$ cat src/rtl/seg_scan_pkg.sv
// Shared types, constants and the digit one-hot decode for the seven-segment scanner.
package seg_scan_pkg;

  typedef enum logic {SCAN_BLANK, SCAN_SHOW} scan_state_t;

  localparam int unsigned NIBBLE_W   = 4;
  localparam int unsigned MAX_DIGITS = 8;

  function automatic logic [MAX_DIGITS-1:0] digit_onehot(input logic [2:0] idx);
    digit_onehot      = '0;
    digit_onehot[idx] = 1'b1;
  endfunction

endpackage

$ cat src/rtl/seg_slot_timer.sv
// Per-digit slot counter with the BLANK/SHOW state machine of the seven-segment scanner.
module seg_slot_timer
  import seg_scan_pkg::*;
#(
  parameter int unsigned SCAN_DIV     = 1024,
  parameter int unsigned BLANK_CYCLES = 16,
  parameter int unsigned CNT_W        = 16
) (
  input  logic clk_in,
  input  logic reset,
  output logic show,
  output logic slot_end,
  output logic blank_last
);

  logic [CNT_W-1:0] c_q;
  scan_state_t      state_q;

  // Both strobes look at the current count, so they mark the edge that closes the phase.
  assign slot_end   = (c_q == CNT_W'(SCAN_DIV - 1));
  assign blank_last = (c_q == CNT_W'(BLANK_CYCLES - 1));
  assign show       = (state_q == SCAN_SHOW);

  always_ff @(posedge clk_in or posedge reset) begin
    if (reset) begin
      c_q     <= '0;
      state_q <= SCAN_BLANK;
    end else begin
      c_q <= slot_end ? '0 : c_q + 1'b1;
      case (state_q)
        SCAN_BLANK: if (blank_last) state_q <= SCAN_SHOW;
        SCAN_SHOW:  if (slot_end)   state_q <= SCAN_BLANK;
        default:                    state_q <= SCAN_BLANK;
      endcase
    end
  end

endmodule

$ cat src/rtl/seven_seg_scanner.sv
// Time-multiplexed digit scanner feeding the seven-segment encoder.
// Optional LEADING_ZERO_BLANK_EN suppresses enables of leading zero digits.
module seven_seg_scanner
  import seg_scan_pkg::*;
#(
  parameter int unsigned DIGITS       = 4,
  parameter int unsigned SCAN_DIV     = 1024,
  parameter int unsigned BLANK_CYCLES = 16,
  parameter int unsigned CNT_W        = 16
) (
  input  logic                         clk_in,
  input  logic                         reset,
  input  logic [NIBBLE_W*DIGITS-1:0]   value,
  input  logic [DIGITS-1:0]            dp_in,
  output logic [NIBBLE_W-1:0]          nibble_out,
  output logic                         dp_out,
  output logic [DIGITS-1:0]            digit_en,
  output logic                         frame_done
);

  localparam int unsigned IDX_W = (DIGITS > 1) ? $clog2(DIGITS) : 1;

  logic show, slot_end, blank_last, show_next, frame_wrap;

  seg_slot_timer #(
    .SCAN_DIV     (SCAN_DIV),
    .BLANK_CYCLES (BLANK_CYCLES),
    .CNT_W        (CNT_W)
  ) u_slot_timer (
    .clk_in     (clk_in),
    .reset      (reset),
    .show       (show),
    .slot_end   (slot_end),
    .blank_last (blank_last)
  );

  logic [IDX_W-1:0]           idx_q, idx_d;
  logic [NIBBLE_W*DIGITS-1:0] shadow_q, shadow_d;
  logic [DIGITS-1:0]          shadow_dp_q, shadow_dp_d;
  logic [NIBBLE_W-1:0]        nibble_q, nibble_d;
  logic                       dp_q, dp_d;
  logic [DIGITS-1:0]          digit_en_q, digit_en_d;
  logic                       frame_done_q;
  logic [DIGITS-1:0]          visible;

  assign show_next  = blank_last | (show & ~slot_end);
  assign frame_wrap = slot_end && (idx_q == IDX_W'(DIGITS - 1));

  always_comb begin
    idx_d = idx_q;
    if (slot_end) idx_d = frame_wrap ? '0 : idx_q + 1'b1;
  end

  // Latch once per frame, just before digit 0 lights, so a frame never mixes two values.
  always_comb begin
    shadow_d    = shadow_q;
    shadow_dp_d = shadow_dp_q;
    if (blank_last && (idx_q == '0)) begin
      shadow_d    = value;
      shadow_dp_d = dp_in;
    end
  end

`ifdef LEADING_ZERO_BLANK_EN
  logic upper_nz;
  always_comb begin
    visible  = '1;
    upper_nz = 1'b0;
    for (int i = DIGITS - 1; i >= 1; i--) begin
      upper_nz   = upper_nz | (shadow_d[NIBBLE_W*i +: NIBBLE_W] != '0);
      visible[i] = upper_nz | shadow_dp_d[i];
    end
  end
`else
  assign visible = '1;
`endif

  // Outputs are computed from next-state so they land on the same edge as the slot phase.
  always_comb begin
    nibble_d   = shadow_d[NIBBLE_W*idx_d +: NIBBLE_W];
    dp_d       = shadow_dp_d[idx_d];
    digit_en_d = show_next ? (DIGITS'(digit_onehot(3'(idx_d))) & visible) : '0;
  end

  always_ff @(posedge clk_in or posedge reset) begin
    if (reset) begin
      idx_q        <= '0;
      shadow_q     <= '0;
      shadow_dp_q  <= '0;
      nibble_q     <= '0;
      dp_q         <= 1'b0;
      digit_en_q   <= '0;
      frame_done_q <= 1'b0;
    end else begin
      idx_q        <= idx_d;
      shadow_q     <= shadow_d;
      shadow_dp_q  <= shadow_dp_d;
      nibble_q     <= nibble_d;
      dp_q         <= dp_d;
      digit_en_q   <= digit_en_d;
      frame_done_q <= frame_wrap;
    end
  end

  assign nibble_out = nibble_q;
  assign dp_out     = dp_q;
  assign digit_en   = digit_en_q;
  assign frame_done = frame_done_q;

endmodule
$ cat config.mk
export PLATFORM = sky130hd
export DESIGN_NAME = seven_seg_scanner
export DESIGN_NICKNAME = d
export VERILOG_FILES = /design/src/rtl/seg_scan_pkg.sv /design/src/rtl/seg_slot_timer.sv /design/src/rtl/seven_seg_scanner.sv
export SDC_FILE = /design/constraint.sdc
export NUM_CORES = 1
export LEC_CHECK = 0
export ABC_CLOCK_PERIOD_IN_PS = 6750
export CORE_MARGIN = 2
export CORE_UTILIZATION = 40
export CTS_CLUSTER_DIAMETER = 60
export DETAILED_ROUTE_END_ITERATION = 6
export GPL_TIMING_DRIVEN = 1
export PLACE_DENSITY = 0.63
export RECOVER_POWER = 50
export SKIP_LAST_GASP = 1
export SLEW_MARGIN = 30
export SYNTH_ARGS = -nofsm -noshare
export SYNTH_HDL_FRONTEND = slang
export SYNTH_HIERARCHICAL = 1
export SYNTH_SLANG_ARGS = --single-unit
$ cat constraint.sdc
create_clock -name clk_in -period 6.75 [get_ports clk_in]
set_clock_uncertainty 0.2 [all_clocks]
set_input_delay 1.6875 -clock clk_in [delete_from_list [all_inputs] [get_ports clk_in]]
set_output_delay 1.6875 -clock clk_in [all_outputs]
set_load 0.1 [all_outputs]
==> results.sh <==
export IMPL_hold_viol_final=0
export IMPL_core_area_um2=5920
export IMPL_fin_cells=290
export IMPL_synth_main_ff_cell="dfrtp_1"
export IMPL_cts_resized=0
export IMPL_drtIter0Drc=72
export IMPL_crit_path_start_kind="flip-flop"
export IMPL_vias_per_cell=5.39
export IMPL_vdd_drop_max_uv=119
export IMPL_yosysMostFrequentCell="dfrtp_1"
export IMPL_crit_start="nibble_out[3]"
export IMPL_place_area_um2=2820
export IMPL_synthTopCellsByArea="dfrtp_1 50%, mux2_2 12%, mux4_1 9.6%"
export IMPL_synth_nets=209
export IMPL_start_util_pct=41.5
export IMPL_crit_end="nibble_out[3]"
export IMPL_slew_viol_final=33
export IMPL_finalCritPeriodShare_pct=54.1
export IMPL_crit_family="buffers and inverters"
export IMPL_clock_sinks=49
export IMPL_netlist_area_um2=2460
export IMPL_routed_wl_mm=4.24
export IMPL_htreeDepth=2
export IMPL_cts_setup_buffers=0
export IMPL_maxCapViolCount=1
export IMPL_ys_async_sr_fraction_pct=100
export IMPL_period_minus_slack_ns=3.65
export IMPL_r2r_start="u_slot_timer/c_q[0]"
export IMPL_finish_utilization_pct=49.2
export IMPL_path_class="flip-flop to output port"
export IMPL_path_max_fanout=1
export IMPL_dieHeight_um=82.4
export IMPL_ys_warn_count=6
export IMPL_fin_nets=239
export IMPL_fin_setup_tns_ns=0
export IMPL_drive_above_1_share_pct=19.5
export IMPL_antenna_left=0
export IMPL_violations="capacitance limit, slew limit"
export IMPL_cp_slowest_cell="clkdlybuf4s50_1"
export IMPL_max_stage_delay_ns=1.13
export IMPL_clk_latency_ns=0.29
export IMPL_synth_common_cells="49 x dfrtp_1, 26 x mux2_2, 10 x inv_1, 9 x mux4_1, 7 x nor2_1"
export IMPL_dp_cells=282
export IMPL_r2r_worst_path_cells=8
export IMPL_cts_hold_buf=0
export IMPL_post_drt_wl_per_cell_um=14.6
export IMPL_final_cell_area_um2=2910
export IMPL_first_pass_iters=4
export IMPL_slew_headroom_pct=-12.7
export IMPL_grt_max_degree=33
export IMPL_fill_cells=536
export IMPL_antenna_found_initial=0
export IMPL_worstMarginPinSlew_ns=1.69
export IMPL_grt_util_met3_pct=3.48
export IMPL_hold_class="flip-flop to flip-flop"
export IMPL_rows=28
export IMPL_grt_overflow_total=0
export IMPL_cts_root_buf="clkbuf_8"
export IMPL_r2r_end="dp_out"
export IMPL_synth_top_cell_by_area="dfrtp_1"
export IMPL_portBuffers=31
export IMPL_grt_busiest_layer="met2"
export IMPL_die_area_um2=6780
export IMPL_die_w_um=82.4
export IMPL_crit_path_end_kind="output port"
export IMPL_grt_util_met2_pct=21.7
export IMPL_synth_top_cell_area_share_pct=49.9
export IMPL_required_ns=4.86
export IMPL_path_cells="clkdlybuf4s50_1"
export IMPL_grt_setup_unrepaired="no"
export IMPL_setup_viol=0
export IMPL_leakagePower_nw=1.28
export IMPL_cts_buffers=5
export IMPL_yosys_register_bits=49
export IMPL_vias=1563
export IMPL_cp_depth=1
export IMPL_area_delta_synth_final_pct=18.5
export IMPL_grtUsageMet1_pct=17.3
export IMPL_synth_distinct_cells=43
export IMPL_clock_path_buffers=2
export IMPL_top_level_ports=32
export IMPL_synth_cells=184
export IMPL_critical_path_buf_inv_count=1
export IMPL_status="finished with violations"
export IMPL_clk_transition_reported_paths_ns=0.09
export IMPL_diodes=0
export IMPL_synth_avg_cell_area_um2=13.3
export IMPL_power_per_cell_area_nw_per_um2=194
export IMPL_yosysSeqAreaShare_pct=49.9
export IMPL_setup_ws_ns=3.10
export IMPL_synth_edf_count=0
export IMPL_place_gp_congestion=0.824
export IMPL_cts_tree="built"
export IMPL_r2r_slack_ns=3.25
export IMPL_grt_pass1_vias=1515
export IMPL_grt_util_all_layers_pct=13.3
export IMPL_grt_pass1_wl_mm=6.89
export IMPL_arrival_ns=1.76
export IMPL_drc=0
export IMPL_fmax_mhz=274
export IMPL_dp_hpwl_mm=2.97
export IMPL_post_place_ws_ns=3.24
## flip-flops by register name, summed over array words and instances (netlist names)
| name | count |
|---|---|
| frame_done | 1 |
| dp_out | 1 |
| shadow_q | 16 |
| digit_en | 4 |
| u_slot_timer/show | 1 |
| nibble_out | 4 |
| shadow_dp_q | 4 |
| idx_q | 2 |
| u_slot_timer/c_q | 16 |
## cell usage in the layout (no fill, tap or decap), types with 6 or more instances in the layout
cell	instances
dfrtp_1	49
clkdlybuf4s50_1	30
mux2_2	26
inv_1	10
mux4_1	9
nor2_1	7
nand2_1	6
nand3_1	6
clkbuf_8	6
xor2_1	6
## worst min-delay path by stage
stage / start / endpoint / slack, ns / cells after the start
6_report: u_slot_timer/show / u_slot_timer/show / 0.30 / 1
5_1_grt: shadow_q[13] / shadow_q[13] / 0.31 / 1
4_1_cts: u_slot_timer/show / u_slot_timer/show / 0.30 / 1
3_5_place_dp: u_slot_timer/show / u_slot_timer/show / 0.28 / 1
3_3_place_gp: shadow_q[9] / shadow_q[9] / 0.28 / 1
2_1_floorplan: u_slot_timer/show / u_slot_timer/show / 0.25 / 1
## cell type report
type	count	area, um2	share of cell area [%]
sequential	49	1230	42.1
multi-input combinational	114	1110	38.0
timing repair buffer	34	329	11.3
tap	75	93.8	3.22
clock buffer	7	86.3	2.97
inverter	10	37.5	1.29
clock inverter	1	30.0	1.03
## metal layers
metal	vias up	wire length, um
met1	775	2000
met5	-	0
met4	0	25
met2	33	2040
li1	753	-
met3	2	169
## power by group
group	leakage (nW)	switching (W)	internal (W)	total, W
clock network	0.0585	0.0000929	0.000121	0.000214
registers	0.602	0.00000301	0.000301	0.000304
logic	0.624	0.0000234	0.0000232	0.0000466
## logic make-up (layout without fill, tap and decap cells)
family / count (synthesis) / count (layout) / synth area share [%]
and+or+nand+nor: 49 / 49 / 13.6
muxes: 36 / 36 / 22.5
AOI/OAI and AO/OA: 16 / 16 / 4.69
xor gates and xnor gates: 10 / 10 / 3.57
adders and majority gates: 3 / 3 / 1.53
buffers and inverters: 21 / 52 / 4.28
DFF: 49 / 49 / 49.9
## through the flow
stage	hold slack, ns	total power [W]
6_report	0.299	0.000564
5_1_grt	0.313	0.000589
4_1_cts	0.296	0.000575
3_5_place_dp	0.282	0.000358
3_3_place_gp	0.278	0.000357
2_1_floorplan	0.253	0.000336
Power figures use the tool's default switching activity.
==> RTL edit: new RTL, same settings <==
Make the reset (`reset`) synchronous in 2 clocked blocks.
--- a/src/rtl/seg_slot_timer.sv
+++ b/src/rtl/seg_slot_timer.sv
@@ -21,7 +21,7 @@
   assign blank_last = (c_q == CNT_W'(BLANK_CYCLES - 1));
   assign show       = (state_q == SCAN_SHOW);
 
-  always_ff @(posedge clk_in or posedge reset) begin
+  always_ff @(posedge clk_in) begin
     if (reset) begin
       c_q     <= '0;
       state_q <= SCAN_BLANK;
--- a/src/rtl/seven_seg_scanner.sv
+++ b/src/rtl/seven_seg_scanner.sv
@@ -82,7 +82,7 @@
     digit_en_d = show_next ? (DIGITS'(digit_onehot(3'(idx_d))) & visible) : '0;
   end
 
-  always_ff @(posedge clk_in or posedge reset) begin
+  always_ff @(posedge clk_in) begin
     if (reset) begin
       idx_q        <= '0;
       shadow_q     <= '0;
Formal check against the unedited RTL: no difference found for any inputs over 10 cycles, from zero or initial values and one cycle with reset high; that may be too few to reach the edited logic, so the function may still have changed.
==> RTL edit against the original RTL <==
The flow still finishes with violations (capacitance limit, slew limit); synthesized cell count grew 14%; sequential cell count unchanged; die area down 16%; hold slack got worse by 0.020 ns; routed wire length shrank 9.5%; setup slack got worse by 0.34 ns; synthesized area down 17%; design area down 14%; fmax decreased by 8.6%; critical path type is now in2reg; critical endpoint is now u_slot_timer/c_q[9]$_SDFF_PP0_.
Power is not compared: it rests on default switching activity, and its combinational part moved more than twofold at a synthesized area within 25%.
==> RTL edit: results (changes against the original RTL) <==
- **status** complete, but fails checks
- **failing checks** capacitance limit, slew limit
- **wire length of the first global-routing pass** 6630 µm, -3.7%
- **final period utilization** 59.1%, +5.1 points
- **estimated wirelength of the detail-placed design** 2670 µm, -10%
- **Post-Synth Adder-Cell Area** 1.83%, +0.30 points
- **fraction of the mapped netlist area in compound gates** 12.1%, +7.4 points
- **initial detailed-routing violation count** 56, -22%
- **via count of the routed design** 1507, -3.6%
- **xor/xnor cell area share of the yosys netlist** 5.98%, +2.4 points
- **Maximum Capacitance Violations** 1, unchanged
- **most frequent cells after synthesis** 49 x dfxtp_1, 46 x nor2_1, 20 x mux2i_1
- **fraction of registers with async set or reset after synthesis** 0%, -100 points
- **endpoint arrival time on the critical path** 3.95 ns, +2.19 ns
- **sequential fraction of the synthesis area** 47.9%, -2.1 points
- **Final Max Tran Viols** 35, +6.1%
- **number of nets at the end of the flow** 264, +10%
- **delay of the slowest cell on the worst path** 1.15 ns, +0.02 ns
- **Relative slew margins** -7.16%, +5.5 points
- **count of distinct cell types in the synthesized netlist** 36, -16%
- **placed standard-cell area** 2420 µm², -14%
- **Total Wirelength** 3840 µm, -9.5%
- **nets in the synthesized netlist** 234, +12%
- **Critical Path Slowest Stage Cell** clkbuf_1
- **GRT Total Usage** 15.4%, +2.1 points
- **maximum number of pins on one net before global-route repair** 35, +6.1%
## RTL edit: logic make-up after synthesis
kind of cell	after synthesis
AO/OA/AOI/OAI	26
buffers and inverters	15
multiplexers	20
adder cells (fa/ha/maj)	3
flip-flops	49
XOR/XNOR	14
AND/OR/NAND/NOR	82
## RTL edit: report_power, final
group | leakage, nW | internal, mW | switching (mW)
combinational | 0.584 | 0.0129 | 0.00796
sequential | 0.395 | 0.290 | 0.00157
clock | 0.0433 | 0.0810 | 0.0909
total | 1.02 | 0.384 | 0.100
## RTL edit: final cells by class
class | instances | area (µm²)
Sequential cell | 49 | 981
Tap cell | 70 | 87.6
Multi-Input combinational cell | 145 | 1010
Inverter | 6 | 22.5
Clock buffer | 6 | 82.6
Timing Repair Buffer | 32 | 314
Clock inverter | 1 | 7.51
Fill cell | 513 | 2510
## RTL edit: per-stage QoR
stage,hold slack [ns],worst slack (ns),utilization [%],instances
finish,0.279,2.76,50.0,309
global route,0.327,2.51,50.0,309
CTS,0.288,3.11,50.1,309
detailed placement,0.270,3.45,48.3,302
global placement,0.260,3.46,48.0,302
floorplan,0.236,3.95,-,209
## RTL edit: layer usage
metal / wire, µm / part of all wire, % / track usage [%]
met5: 0 / 0 / 0
met4: 60 / 1.6 / 5.85
met3: 187 / 4.9 / 4.23
met2: 1740 / 45 / 25.9
met1: 1850 / 48 / 18.9
## RTL edit: worst paths after layout
path	startpoint	to	slack (ns)	cells past startpoint
worst max-delay path	reset	u_slot_timer/c_q[9]$_SDFF_PP0_	2.76	5
worst min register to register	u_slot_timer/c_q[0]$_SDFF_PP0_	u_slot_timer/c_q[0]$_SDFF_PP0_	0.28	1
worst min-delay path	u_slot_timer/c_q[0]$_SDFF_PP0_	u_slot_timer/c_q[0]$_SDFF_PP0_	0.28	1
worst max register to register	u_slot_timer/c_q[0]$_SDFF_PP0_	nibble_out[1]$_SDFF_PP0_	3.82	8
